`src/rtl/fabric_reset_seq_pkg.sv`:
```
// Shared types and elaboration helpers for the fabric reset sequencer.
package fabric_reset_seq_pkg;

  localparam int unsigned MAX_STAGES = 16;

  typedef enum logic [2:0] {
    WAIT_LOCK,
    HOLD,
    WAIT_READY,
    DONE,
    ERROR
  } seq_state_e;

  // Wide enough for both terminal compares; the compare ends each count before any wrap.
  function automatic int unsigned cnt_width(input int unsigned hold, input int unsigned tmo);
    int unsigned m;
    m = (hold > tmo) ? hold : tmo;
    return 32'($clog2(m)) + 32'd1;
  endfunction

  // Stage index width; a single-stage build still gets a 1-bit index.
  function automatic int unsigned idx_width(input int unsigned n);
    return (n < 32'd2) ? 32'd1 : 32'($clog2(n));
  endfunction

  function automatic bit stages_legal(input int unsigned n);
    return (n >= 32'd1) && (n <= MAX_STAGES);
  endfunction

endpackage

```
`src/rtl/fabric_reset_seq_sync2.sv`:
```
// Two-flop synchronizer with synchronous active-high clear.
module fabric_reset_seq_sync2 (
  input  logic clk,
  input  logic clr,
  input  logic d,
  output logic q
);

  logic meta;

  always_ff @(posedge clk) begin
    if (clr) begin
      meta <= 1'b0;
      q    <= 1'b0;
    end else begin
      meta <= d;
      q    <= meta;
    end
  end

endmodule

```
`src/rtl/fabric_reset_sequencer.sv`:
```
// Staged release of NUM_STAGES fabric domain resets after a qualified PLL lock.
// Each domain is released only after the previous one acknowledges, with a per-stage timeout.
module fabric_reset_sequencer
  import fabric_reset_seq_pkg::*;
#(
  parameter int unsigned NUM_STAGES     = 4,
  parameter int unsigned HOLD_CYCLES    = 16,
  parameter int unsigned TIMEOUT_CYCLES = 1024
) (
  input  logic                             CLK,
  input  logic                             RST,
  input  logic                             PLL_LOCK,
  input  logic                             SOFT_RST_REQ,
  input  logic [NUM_STAGES-1:0]            STAGE_READY,
  output logic [NUM_STAGES-1:0]            DOMAIN_RESET_N,
  output logic                             SEQ_DONE,
  output logic                             SEQ_ERR,
  output logic [idx_width(NUM_STAGES)-1:0] ERR_STAGE
);

  localparam int unsigned IDX_W = idx_width(NUM_STAGES);
  localparam int unsigned CNT_W = cnt_width(HOLD_CYCLES, TIMEOUT_CYCLES);

  localparam logic [CNT_W-1:0] HOLD_LAST = CNT_W'(HOLD_CYCLES - 32'd1);
  localparam logic [CNT_W-1:0] TMO_LAST  = CNT_W'(TIMEOUT_CYCLES - 32'd1);
  localparam logic [IDX_W-1:0] IDX_LAST  = IDX_W'(NUM_STAGES - 32'd1);

  if (!stages_legal(NUM_STAGES)) begin : g_bad_stages
    $error("fabric_reset_sequencer: NUM_STAGES must be within 1..16");
  end
  if (HOLD_CYCLES == 32'd0) begin : g_bad_hold
    $error("fabric_reset_sequencer: HOLD_CYCLES must be at least 1");
  end
  if (TIMEOUT_CYCLES < 32'd2) begin : g_bad_timeout
    $error("fabric_reset_sequencer: TIMEOUT_CYCLES must be at least 2");
  end

  seq_state_e             state, state_nx;
  logic [IDX_W-1:0]       idx, idx_nx, idx_inc;
  logic [CNT_W-1:0]       cnt, cnt_nx;
  logic [CNT_W-1:0]       tcnt, tcnt_nx;
  logic [NUM_STAGES-1:0]  domain_rst_n_nx;
  logic                   done_nx;
  logic                   err_nx;
  logic [IDX_W-1:0]       err_stage_nx;
  logic                   lock_s;
  logic                   ready_q;
  logic                   restart;

  fabric_reset_seq_sync2 u_lock_sync (
    .clk (CLK),
    .clr (RST),
    .d   (PLL_LOCK),
    .q   (lock_s)
  );

  assign idx_inc = idx + 1'b1;

  // Next-state and next-output logic; restart events override every state.
  always_comb begin
    state_nx        = state;
    idx_nx          = idx;
    cnt_nx          = cnt;
    tcnt_nx         = tcnt;
    domain_rst_n_nx = DOMAIN_RESET_N;
    done_nx         = SEQ_DONE;
    err_nx          = SEQ_ERR;
    err_stage_nx    = ERR_STAGE;

    // Only the current stage's ack counts, and only once that domain is out of reset.
    ready_q = STAGE_READY[idx] & DOMAIN_RESET_N[idx];
    restart = (!lock_s && (state != WAIT_LOCK)) || SOFT_RST_REQ;

    if (restart) begin
      state_nx        = WAIT_LOCK;
      idx_nx          = '0;
      cnt_nx          = '0;
      tcnt_nx         = '0;
      domain_rst_n_nx = '0;
      done_nx         = 1'b0;
      err_nx          = 1'b0;
      err_stage_nx    = '0;
    end else begin
      case (state)
        WAIT_LOCK: begin
          if (lock_s) begin
            state_nx = HOLD;
            cnt_nx   = '0;
          end
        end
        HOLD: begin
          if (cnt == HOLD_LAST) begin
            domain_rst_n_nx[0] = 1'b1;
            idx_nx             = '0;
            tcnt_nx            = '0;
            state_nx           = WAIT_READY;
          end else begin
            cnt_nx = cnt + 1'b1;
          end
        end
        WAIT_READY: begin
          // Ready wins over a timeout landing on the same edge.
          if (ready_q) begin
            if (idx == IDX_LAST) begin
              state_nx = DONE;
              done_nx  = 1'b1;
            end else begin
              idx_nx                   = idx_inc;
              domain_rst_n_nx[idx_inc] = 1'b1;
              tcnt_nx                  = '0;
            end
          end else if (tcnt == TMO_LAST) begin
            state_nx        = ERROR;
            err_stage_nx    = idx;
            err_nx          = 1'b1;
            domain_rst_n_nx = '0;
          end else begin
            tcnt_nx = tcnt + 1'b1;
          end
        end
        DONE: begin
          state_nx = DONE;
        end
        ERROR: begin
          state_nx = ERROR;
        end
        default: begin
          state_nx = WAIT_LOCK;
        end
      endcase
    end
  end

  // State and registered outputs.
  always_ff @(posedge CLK) begin
    if (RST) begin
      state          <= WAIT_LOCK;
      idx            <= '0;
      cnt            <= '0;
      tcnt           <= '0;
      DOMAIN_RESET_N <= '0;
      SEQ_DONE       <= 1'b0;
      SEQ_ERR        <= 1'b0;
      ERR_STAGE      <= '0;
    end else begin
      state          <= state_nx;
      idx            <= idx_nx;
      cnt            <= cnt_nx;
      tcnt           <= tcnt_nx;
      DOMAIN_RESET_N <= domain_rst_n_nx;
      SEQ_DONE       <= done_nx;
      SEQ_ERR        <= err_nx;
      ERR_STAGE      <= err_stage_nx;
    end
  end

endmodule

```
`config.mk`:
```
export PLATFORM = sky130hd
export DESIGN_NAME = fabric_reset_sequencer
export DESIGN_NICKNAME = d
export VERILOG_FILES = /design/src/rtl/fabric_reset_seq_pkg.sv /design/src/rtl/fabric_reset_seq_sync2.sv /design/src/rtl/fabric_reset_sequencer.sv
export SDC_FILE = /design/constraint.sdc
export NUM_CORES = 1
export LEC_CHECK = 0
export ABC_AREA = 1
export CAP_MARGIN = 15
export CORE_MARGIN = 5
export CORE_UTILIZATION = 52
export CTS_CLUSTER_SIZE = 14
export DETAILED_ROUTE_END_ITERATION = 7
export PLACE_DENSITY = 0.85
export RECOVER_POWER = 25
export SKIP_CTS_REPAIR_TIMING = 1
export SLEW_MARGIN = 40
export SYNTH_ARGS = -nofsm -noshare
export SYNTH_HDL_FRONTEND = slang
export SYNTH_HIERARCHICAL = 1
export SYNTH_SLANG_ARGS = --single-unit
```
`constraint.sdc`:
```
create_clock -name CLK -period 1.4 [get_ports CLK]
set_input_delay 0.28 -clock CLK [delete_from_list [all_inputs] [get_ports CLK]]
set_output_delay 0.28 -clock CLK [all_outputs]
set_load 0.01 [all_outputs]
```
Yosys cells after proc, flatten, opt, wreduce, memory -nomap -nowiden
Cells that the tools add are included.
W data, S select, Z words.
{"block": "totals", "input_bits": 8, "ff_bits": 37, "word_cells": 84, "out_inout_bits": 8}
{"block": "classes", "n_reduce_logical": 18, "magnitude_cmp": 3, "n_mux": 29, "n_addsub": 3, "eq_ne": 17, "bitwise_logic": 3}
{"op": "$mux W11", "count": 6}
{"op": "$pmux W11 S2", "count": 2}
{"op": "$add A11 B1 Y11 const B", "count": 2}
{"op": "$reduce_and A4 Y1", "count": 4}
{"op": "$mux W3", "count": 5}
{"op": "$pmux W3 S5", "count": 1}
{"op": "$mux W4", "count": 3}
{"op": "$ne A3 B3 Y1 const B", "count": 4}
{"op": "$reduce_and A3 Y1", "count": 4}
{"op": "$eq A11 B10 Y1 const B", "count": 1}
{"op": "$eq A11 B4 Y1 const B", "count": 1}
{"op": "$ne A2 B2 Y1 const B", "count": 5}
{"op": "$eq A3 B2 Y1 const B", "count": 2}
{"op": "$lt A2 B3 Y1 const B", "count": 2}
{"op": "$mux W2", "count": 3}
{"op": "$reduce_bool A2 Y1", "count": 3}
{"op": "$bmux W1 S2", "count": 2}
{"op": "$mux W1", "count": 4}
{"op": "$or A4 B4 Y4", "count": 1}
{"op": "$pmux W2 S2", "count": 1}
{"op": "$eq A3 B1 Y1 const B", "count": 1}
{"op": "$eq A3 B3 Y1 const B", "count": 1}
{"op": "$logic_not A3 Y1", "count": 1}
{"op": "$reduce_bool A3 Y1", "count": 1}
{"op": "other kinds (12)", "count": 13}

Depth between registers and ports, before layout
Gate-level depths: netlist of the first run.
{"block": "depth", "ltp_word": 9, "ltp_mapped": 12, "mapped_depth_nobuf": 12}

By module
The synthesis of the first run kept the hierarchy.
{"mod": "fabric_reset_sequencer", "seq_area_each_um2": 700.7, "n_inst": 1, "cells_per_inst": 316, "area_each_um2": 2087.0}
{"mod": "fabric_reset_seq_sync2", "seq_area_each_um2": 40.0, "n_inst": 1, "cells_per_inst": 6, "area_each_um2": 55.1}

Worst setup path after synthesis of the first run
No wires, ideal clock.
{"block": "synth_path", "path_type": "register to register", "from": "reg tcnt[0]", "to": "reg tcnt[0]", "required_time_ps": 1287, "path_stages_with_launch": 13, "setup_ps": 113, "slack_ps": -68, "period_less_slack_ps": 1468, "arrival_ps": 1356, "path_buffers": 0, "cell_sequence": "dfxtp_1 -> ha_1 -> nand2_1 -> nor2_4 -> nand2_2 -> nor2_4 -> nand2_1 -> nand2_2 -> nand2_4 -> nand2_4 -> inv_2 -> nor2_1 -> nor2_1"}
{"block": "synth_via", "elab_chain_len": 4, "elab_cells_between_ends": 7, "cone_classes": "add/sub: 1; eq/ne: 2; mux: 3; reduce/logical: 1"}
{"element": "start: declaration", "line_no": "fabric_reset_sequencer.sv:41", "text": "logic [CNT_W-1:0] tcnt, tcnt_nx;"}
{"element": "start signal: assignment", "line_no": "fabric_reset_sequencer.sv:149", "text": "tcnt <= tcnt_nx;"}
{"element": "$add A11 B1 Y11", "line_no": "fabric_reset_sequencer.sv:118", "text": "tcnt_nx = tcnt + 1'b1;"}
{"element": "$mux W11", "line_no": "fabric_reset_sequencer.sv:112", "text": "end else if (tcnt == TMO_LAST) begin"}
{"element": "$mux W11", "line_no": "fabric_reset_sequencer.sv:103", "text": "if (ready_q) begin"}
{"element": "$pmux W11 S2", "line_no": "fabric_reset_sequencer.sv:84", "text": "case (state)"}
Several ways; a longest one is shown, not always the timed one. The select of a mux whose other input is x is not followed.
A chain may end at the register's enable or synchronous reset.

Worst setup path in the final report of the first run
{"block": "layout_path", "from": "reg idx[0]", "to": "reg DOMAIN_RESET_N[0]"}
{"block": "layout_via", "elab_chain_len": 9, "elab_cells_between_ends": 19, "cone_classes": "add/sub: 1; order compare: 2; eq/ne: 3; mux: 9; bitwise: 2; reduce/logical: 2"}
{"element": "start: declaration", "line_no": "fabric_reset_sequencer.sv:39", "text": "logic [IDX_W-1:0] idx, idx_nx, idx_inc;"}
{"element": "start signal: assignment", "line_no": "fabric_reset_sequencer.sv:147", "text": "idx <= idx_nx;"}
{"element": "$add A2 B1 Y2", "line_no": "fabric_reset_sequencer.sv:57", "text": "assign idx_inc = idx + 1'b1;"}
{"element": "$lt A2 B3 Y1 (not written as such) or $ge A2 B1 Y1 (tied branches)", "line_no": "fabric_reset_sequencer.sv:109", "text": "domain_rst_n_nx[idx_inc] = 1'b1;"}
{"element": "$logic_and A1 B1 Y1 (not written as such)", "line_no": "fabric_reset_sequencer.sv:109"}
{"element": "$mux W1 (not written as such)", "line_no": "fabric_reset_sequencer.sv:109"}
{"element": "$demux W1 S2", "line_no": "fabric_reset_sequencer.sv:109"}
{"element": "$or A4 B4 Y4 (no source line)"}
{"element": "$mux W4", "line_no": "fabric_reset_sequencer.sv:104", "text": "if (idx == IDX_LAST) begin"}
{"element": "$mux W4", "line_no": "fabric_reset_sequencer.sv:103"}
{"element": "$pmux W1 S2", "line_no": "fabric_reset_sequencer.sv:84"}
{"element": "end signal: assignment", "line_no": "fabric_reset_sequencer.sv:150", "text": "DOMAIN_RESET_N <= domain_rst_n_nx;"}
{"element": "end: declaration", "line_no": "fabric_reset_sequencer.sv:15", "text": "output logic [NUM_STAGES-1:0] DOMAIN_RESET_N,"}
Several ways; a longest one is shown, not always the timed one. The select of a mux whose other input is x is not followed.

==> results by group, run 1 <==
Timing
  – Normalized max-slew margin: 71.3%
  – Final setup viols: 32
  – WHS: 0.410 ns
  – Period Utilization, post-route: 120%
  – Fin Setup TNS: -3.82 ns
  – Maximum clock frequency: 0.593 GHz
  – Setup Skew: 0.0111 ns
  – Final Hold Vio Count: 0
  – Worst slew pin tran: 0.426 ns
  – Setup ws final: -0.286 ns
  – RSZ-0062 raised after global routing: true
  – Slew Viols, Final: 0
  – Final min period: 1.69 ns

CTS
  – Num CTS Buffers: 5
  – Sink Count: 37
  – H-tree Lvls: 2
  – Worst skew pair latency: 0.30 ns
  – CTS root buffer: clkbuf_8
  – CTS tree: yes
  – Clock transition at path regs: 0.08 ns
  – Longest Clk Path Bufs: 2

Setup path
  – Launch point of the worst reg-to-reg path: idx[0]
  – CP Max Fanout: 7
  – Worst R2R Path Depth: 9
  – CP Data Arrival Time: 1.88 ns
  – Worst reg2reg endpoint: DOMAIN_RESET_N[0]
  – Startpoint Class: flip-flop
  – Critical Path RT: 1.59 ns
  – Crit end category: flip-flop
  – Critical path type: reg -> reg
  – Reg-to-reg slack, setup: -0.29 ns

Layout
  – Area of the multi-input gates: 1470 um^2
  – Register area: 751 um^2
  – Area Overhead vs Synth: 48.8%
  – Filler cells: 219
  – Layout Nets: 413
  – # diodes: 0
  – Ratio of cells with drive above 1 in the final layout: 35.8%
  – Finished Layout Cells: 449

Synth
  – Mapped Cells: 322
  – Prevailing post-synth register cell: dfxtp_1
  – Synth area leaders: dfxtp_1 (35%), nand2_1 (13%), nand3_1 (7.9%)
  – Post-synth ARST share: 0%
  – Post-synth top area cell: dfxtp_1
  – Syn avg cell area: 6.65 um^2
  – EDFF count, synth: 0
  – Yosys reg bits: 37
  – Synth Warn #: 6
  – Post-Syn Area: 2140 um^2
  – Net Count, Synth: 337
  – Sequential cell area fraction in the yosys report: 34.6%
  – Most common library cells after synthesis: nand2_1 (73), nor2_1 (41), dfxtp_1 (37)
  – Top-count cell post-synth: nand2_1
  – Unique masters post-synth: 29
  – Yosys top cell area share: 34.6%

Power
  – Max VDD drop: 0.691 mV
  – Lkg Pwr: 1.39 nW
  – Pwr dens: 710 nW/um^2

Die
  – Core box area: 4000 um^2
  – I/O pin total: 16
  – Die Span Y: 74.2 um
  – Die Wd: 74.2 um
  – Core Rows: 23
  – Die ar.: 5500 um^2
  – Initial Util: 53.6%

Detailed routing
  – Total wire length: 7840 um
  – Vias/cell: 6.02
  – 1st-iter DRT viols: 381
  – ANT nets after route: 0
  – # DRC: 0
  – Via Count: 2702
  – DR pass1 iterations: 8
  – WL/cell: 17.5 um

GRT
  – Global route overflow: 0
  – Largest net degree at the start of global routing: 13
  – First-pass GRT wire length: 9160 um
  – Initial antenna violation count: 0
  – Tot GR Track Use: 21.2%
  – Vias in the first global route: 2139

Worst hold path
  – Hold Path Sink: u_lock_sync/q
  – Hold path cells: 2
  – Hold Path Class: reg -> reg
  – Hold_sp: u_lock_sync/meta

Run status
  – Outcome: finished with violations
  – Failing checks: setup timing

Placement
  – HPWL Detailed: 3970 um
  – Post-Place Cells: 434
  – Final GP Congestion: 0.956
  – Port buffer count: 15

Flow run
  – Max_cap viols: 0
[flip-flops by register name, summed over array words and instances (netlist names)]
| signal | flops |
|---|---|
| cnt | 11 |
| u_lock_sync/meta | 1 |
| SEQ_ERR | 1 |
| DOMAIN_RESET_N | 4 |
| ERR_STAGE | 2 |
| idx | 2 |
| state | 3 |
| SEQ_DONE | 1 |
| tcnt | 11 |
| u_lock_sync/q | 1 |
[per-stage QoR]
| step | instance area [um^2] | setup slack [ns] | total power [mW] | utilization [%] |
|---|---|---|---|---|
| 2_1_floorplan | 2180 | -0.0326 | 1.23 | - |
| 3_3_place_gp | 2770 | -0.271 | 1.34 | 69.3 |
| 3_5_place_dp | 2770 | -0.331 | 1.35 | 69.3 |
| 4_1_cts | 2880 | -0.176 | 2.16 | 71.9 |
| 5_1_grt | 3190 | -0.333 | 2.32 | 79.7 |
| 6_report | 3190 | -0.286 | 2.26 | 79.7 |
[worst max path at each step]
stage                     cells past startpoint  slack, ns           start                 to
after global routing                         12      -0.33         tcnt[1]  DOMAIN_RESET_N[0]
after global placement                       12      -0.27  STAGE_READY[0]            tcnt[7]
final                                         9      -0.29          idx[0]  DOMAIN_RESET_N[0]
after floorplan                              12      -0.03         tcnt[1]            tcnt[0]
after CTS                                     8      -0.18          cnt[1]           state[1]
after detailed placement                     12      -0.33  STAGE_READY[0]            tcnt[0]
[area by class of cell]
cell class | instances | share of cell area (%)
Multi-Input combinational cell | 242 | 46.1
Inverter | 42 | 5.57
Sequential cell | 37 | 23.5
Tap cell | 50 | 1.96
Clock inverter | 1 | 0.157
Timing Repair Buffer | 70 | 19.6
Clock buffer | 7 | 3.02
[metal layers]
metal	GRT usage (%)	up-vias	part of all wire [%]
met1	26.6	1223	37
met3	4.59	69	9.9
met5	0	-	0
li1	-	1203	-
met2	35.6	207	46
met4	7.85	0	6.9
[critical path, stage by stage (launching register included)]
cell     delay, ns
dfxtp_2       0.41
inv_2         0.08
nand3_1       0.09
nand3_2       0.09
nand2_4       0.13
nand2_1       0.21
o31ai_1       0.20
nand3_1       0.19
nand2_1       0.13
nor2_1        0.06
[placed cells by master, fill, tap and decap left out, types with 8 or more instances in the layout]
cell type  synthesis  layout
nand2_2            6      13
nand2_1           73      64
a21oi_2            1       9
dfxtp_1           37      29
buf_4              0      49
a21oi_1           26      17
dfxtp_2            0       8
nor2_2             3       8
nor2_1            41      34
nand3_1           34      30
inv_1             34      33
[cells by family after synthesis]
| group | Yosys count | synth area share (%) |
|---|---|---|
| DFF | 37 | 34.6 |
| AOI/OAI and AO/OA | 43 | 10.8 |
| buffers and inverters | 44 | 8.00 |
| adders and majority gates | 7 | 4.09 |
| xor gates and xnor gates | 1 | 0.409 |
| and+or+nand+nor | 190 | 42.1 |
[power breakdown]
group	internal, mW	total, mW	switching, mW
clock	0.445	0.847	0.402
combinational	0.139	0.342	0.203
sequential	1.06	1.07	0.0115
total	1.65	2.26	0.616
Note: power is estimated with default switching activity, not from simulation.
==> inputs of run 2 (changes only) <==
--- a/config.mk
+++ b/config.mk
@@ -7,11 +7,14 @@
 export LEC_CHECK = 0
 export ABC_AREA = 1
 export CAP_MARGIN = 15
+export CELL_PAD_IN_SITES_DETAIL_PLACEMENT = 0
+export CELL_PAD_IN_SITES_GLOBAL_PLACEMENT = 1
+export CORE_ASPECT_RATIO = 2
 export CORE_MARGIN = 5
-export CORE_UTILIZATION = 52
+export CORE_UTILIZATION = 37
 export CTS_CLUSTER_SIZE = 14
 export DETAILED_ROUTE_END_ITERATION = 7
-export PLACE_DENSITY = 0.85
+export PLACE_DENSITY = 0.84
 export RECOVER_POWER = 25
 export SKIP_CTS_REPAIR_TIMING = 1
 export SLEW_MARGIN = 40
==> run 2 against run 1 <==
Compared with the run above: the run still ends with setup timing left; design area grew 7.7%; routed wire length shrank 18%; die area grew 36%; hold slack gained 0.0014 ns; critical path depth grew 1; global-route usage shrank 4.3 points; first-iteration DRC count shrank 79%; power grew 20%; largest power group is now the clock network; highest routed layer unchanged.
==> results by group, run 2 (synthesized netlist as in run 1, its figures left out) <==
Run status
  – Outcome: finished with violations
  – Failing checks: setup timing

CTS
  – CTS tree: yes
  – CTS root buffer: clkbuf_16
  – Num CTS Buffers: 5
  – Worst skew pair latency: 0.28 ns
  – Clock transition at path regs: 0.05 ns
  – H-tree Lvls: 2
  – Sink Count: 37
  – Longest Clk Path Bufs: 2

Die
  – Die Wd: 63.8 um
  – Core box area: 5660 um^2
  – Initial Util: 37.8%
  – Die ar.: 7500 um^2
  – Core Rows: 39
  – Die Span Y: 118 um
  – I/O pin total: 16

Power
  – Pwr dens: 794 nW/um^2
  – Max VDD drop: 1.06 mV
  – Lkg Pwr: 1.52 nW

Timing
  – Worst slew pin tran: 0.305 ns
  – Slew Viols, Final: 0
  – Maximum clock frequency: 0.637 GHz
  – Final min period: 1.57 ns
  – Final Hold Vio Count: 0
  – Period Utilization, post-route: 112%
  – Final setup viols: 23
  – RSZ-0062 raised after global routing: true
  – Setup ws final: -0.170 ns
  – WHS: 0.411 ns
  – Setup Skew: 0.00402 ns
  – Fin Setup TNS: -1.73 ns
  – Normalized max-slew margin: 79.6%

GRT
  – First-pass GRT wire length: 10200 um
  – Met1 Track Usage GR: 16.3%
  – M2 GR Usage: 32.3%
  – Busiest layer in global routing: met2
  – Tot GR Track Use: 16.9%
  – Largest net degree at the start of global routing: 14
  – Vias in the first global route: 2345
  – Global route overflow: 0
  – Global-route met3 utilization: 2.39%
  – Initial antenna violation count: 0

Layout
  – Commonest non-fill, non-tap cell in the layout: nand2_1
  – # diodes: 0
  – Filler cells: 503
  – Area Overhead vs Synth: 60.2%
  – Most frequent cells in the layout: nand2_1 (64), buf_4 (62), inv_1 (32), nor2_1 (32), nand3_1 (27)
  – Biggest regs: cnt: 11 flops, tcnt: 11 flops, DOMAIN_RESET_N: 4 flops
  – Layout Nets: 427
  – Register area: 757 um^2
  – Area of the multi-input gates: 1530 um^2
  – Ratio of cells with drive above 1 in the final layout: 39.7%

Detailed routing
  – 1st-iter DRT viols: 80
  – DR pass1 iterations: 4
  – WL/cell: 13.5 um
  – Total wire length: 6410 um
  – # DRC: 0
  – ANT nets after route: 0
  – Vias/cell: 5.11
  – Via Count: 2422

Setup path
  – CP Max Fanout: 4
  – Launch point of the worst reg-to-reg path: tcnt[0]
  – Reg-to-reg slack, setup: -0.17 ns
  – Crit end category: flip-flop
  – CP Data Arrival Time: 1.76 ns
  – Critical Path RT: 1.59 ns
  – Critical path type: reg -> reg
  – Startpoint Class: flip-flop
  – Worst R2R Path Depth: 10
  – Worst reg2reg endpoint: state[2]

Worst hold path
  – Hold path cells: 2
  – Hold Path Class: reg -> reg
  – Hold Path Sink: u_lock_sync/q
  – Hold_sp: u_lock_sync/meta

Placement
  – Pre-CTS WS: -0.406 ns
  – HPWL Detailed: 4620 um
  – Port buffer count: 15
  – Final GP Congestion: 0.880

Flow run
  – Max_cap viols: 0
run 2: cell types whose count changed in the layout (fill, tap and decap cells not counted), moves of 4 or more:
cell       change
clkbuf_16      +5
nand2_2        -6
buf_6          +4
nand2_4        +6
clkbuf_8       -6
buf_4         +13
run 2: per-layer routing:
layer	vias up	share of wire (%)
met4	0	4.3
met5	-	0
met3	20	1.9
met1	1147	36
met2	28	57
li1	1227	-
run 2: through the flow:
| step | power [mW] | cell area (um^2) | util [%] | instances |
|---|---|---|---|---|
| 2_1_floorplan | 1.23 | 2180 | - | 322 |
| 3_3_place_gp | 1.35 | 2840 | 50.1 | 455 |
| 3_5_place_dp | 1.35 | 2840 | 50.1 | 455 |
| 4_1_cts | 2.69 | 3010 | 53.2 | 463 |
| 5_1_grt | 2.83 | 3430 | 60.6 | 474 |
| 6_report | 2.73 | 3430 | 60.6 | 474 |
run 2: worst max-delay path by stage:
stage | startpoint | endpoint | slack, ns | cells past startpoint
final | tcnt[0] | state[2] | -0.17 | 10
after global routing | tcnt[0] | state[2] | -0.25 | 10
after CTS | DOMAIN_RESET_N[2] | DOMAIN_RESET_N[2] | -0.20 | 2
after detailed placement | STAGE_READY[2] | tcnt[1] | -0.41 | 12
after global placement | STAGE_READY[2] | tcnt[1] | -0.40 | 12
after floorplan | tcnt[1] | tcnt[0] | -0.03 | 12
run 2: power breakdown:
part / switching, mW / internal [mW]
clock: 0.425 / 0.889
combinational: 0.195 / 0.144
sequential: 0.00901 / 1.06
run 2: cell type report:
cell class                 instances  area share [%]
clock inverter                     1           0.875
timing repair buffer              84            20.6
inverter                          42            5.47
tap                               61            2.22
sequential                        37            22.1
clock buffer                       7            4.16
multi-input combinational        242            44.6
run 2: critical path, stage by stage, from the launching register on:
cell and delay (ns):
dfxtp_2 0.35, ha_4 0.15, nand2_4 0.06, nor2_4 0.11, nand2_4 0.07, nor2_4 0.12, buf_6 0.12, inv_4 0.03
nand3_2 0.09, nand3_4 0.12, nor3_2 0.24
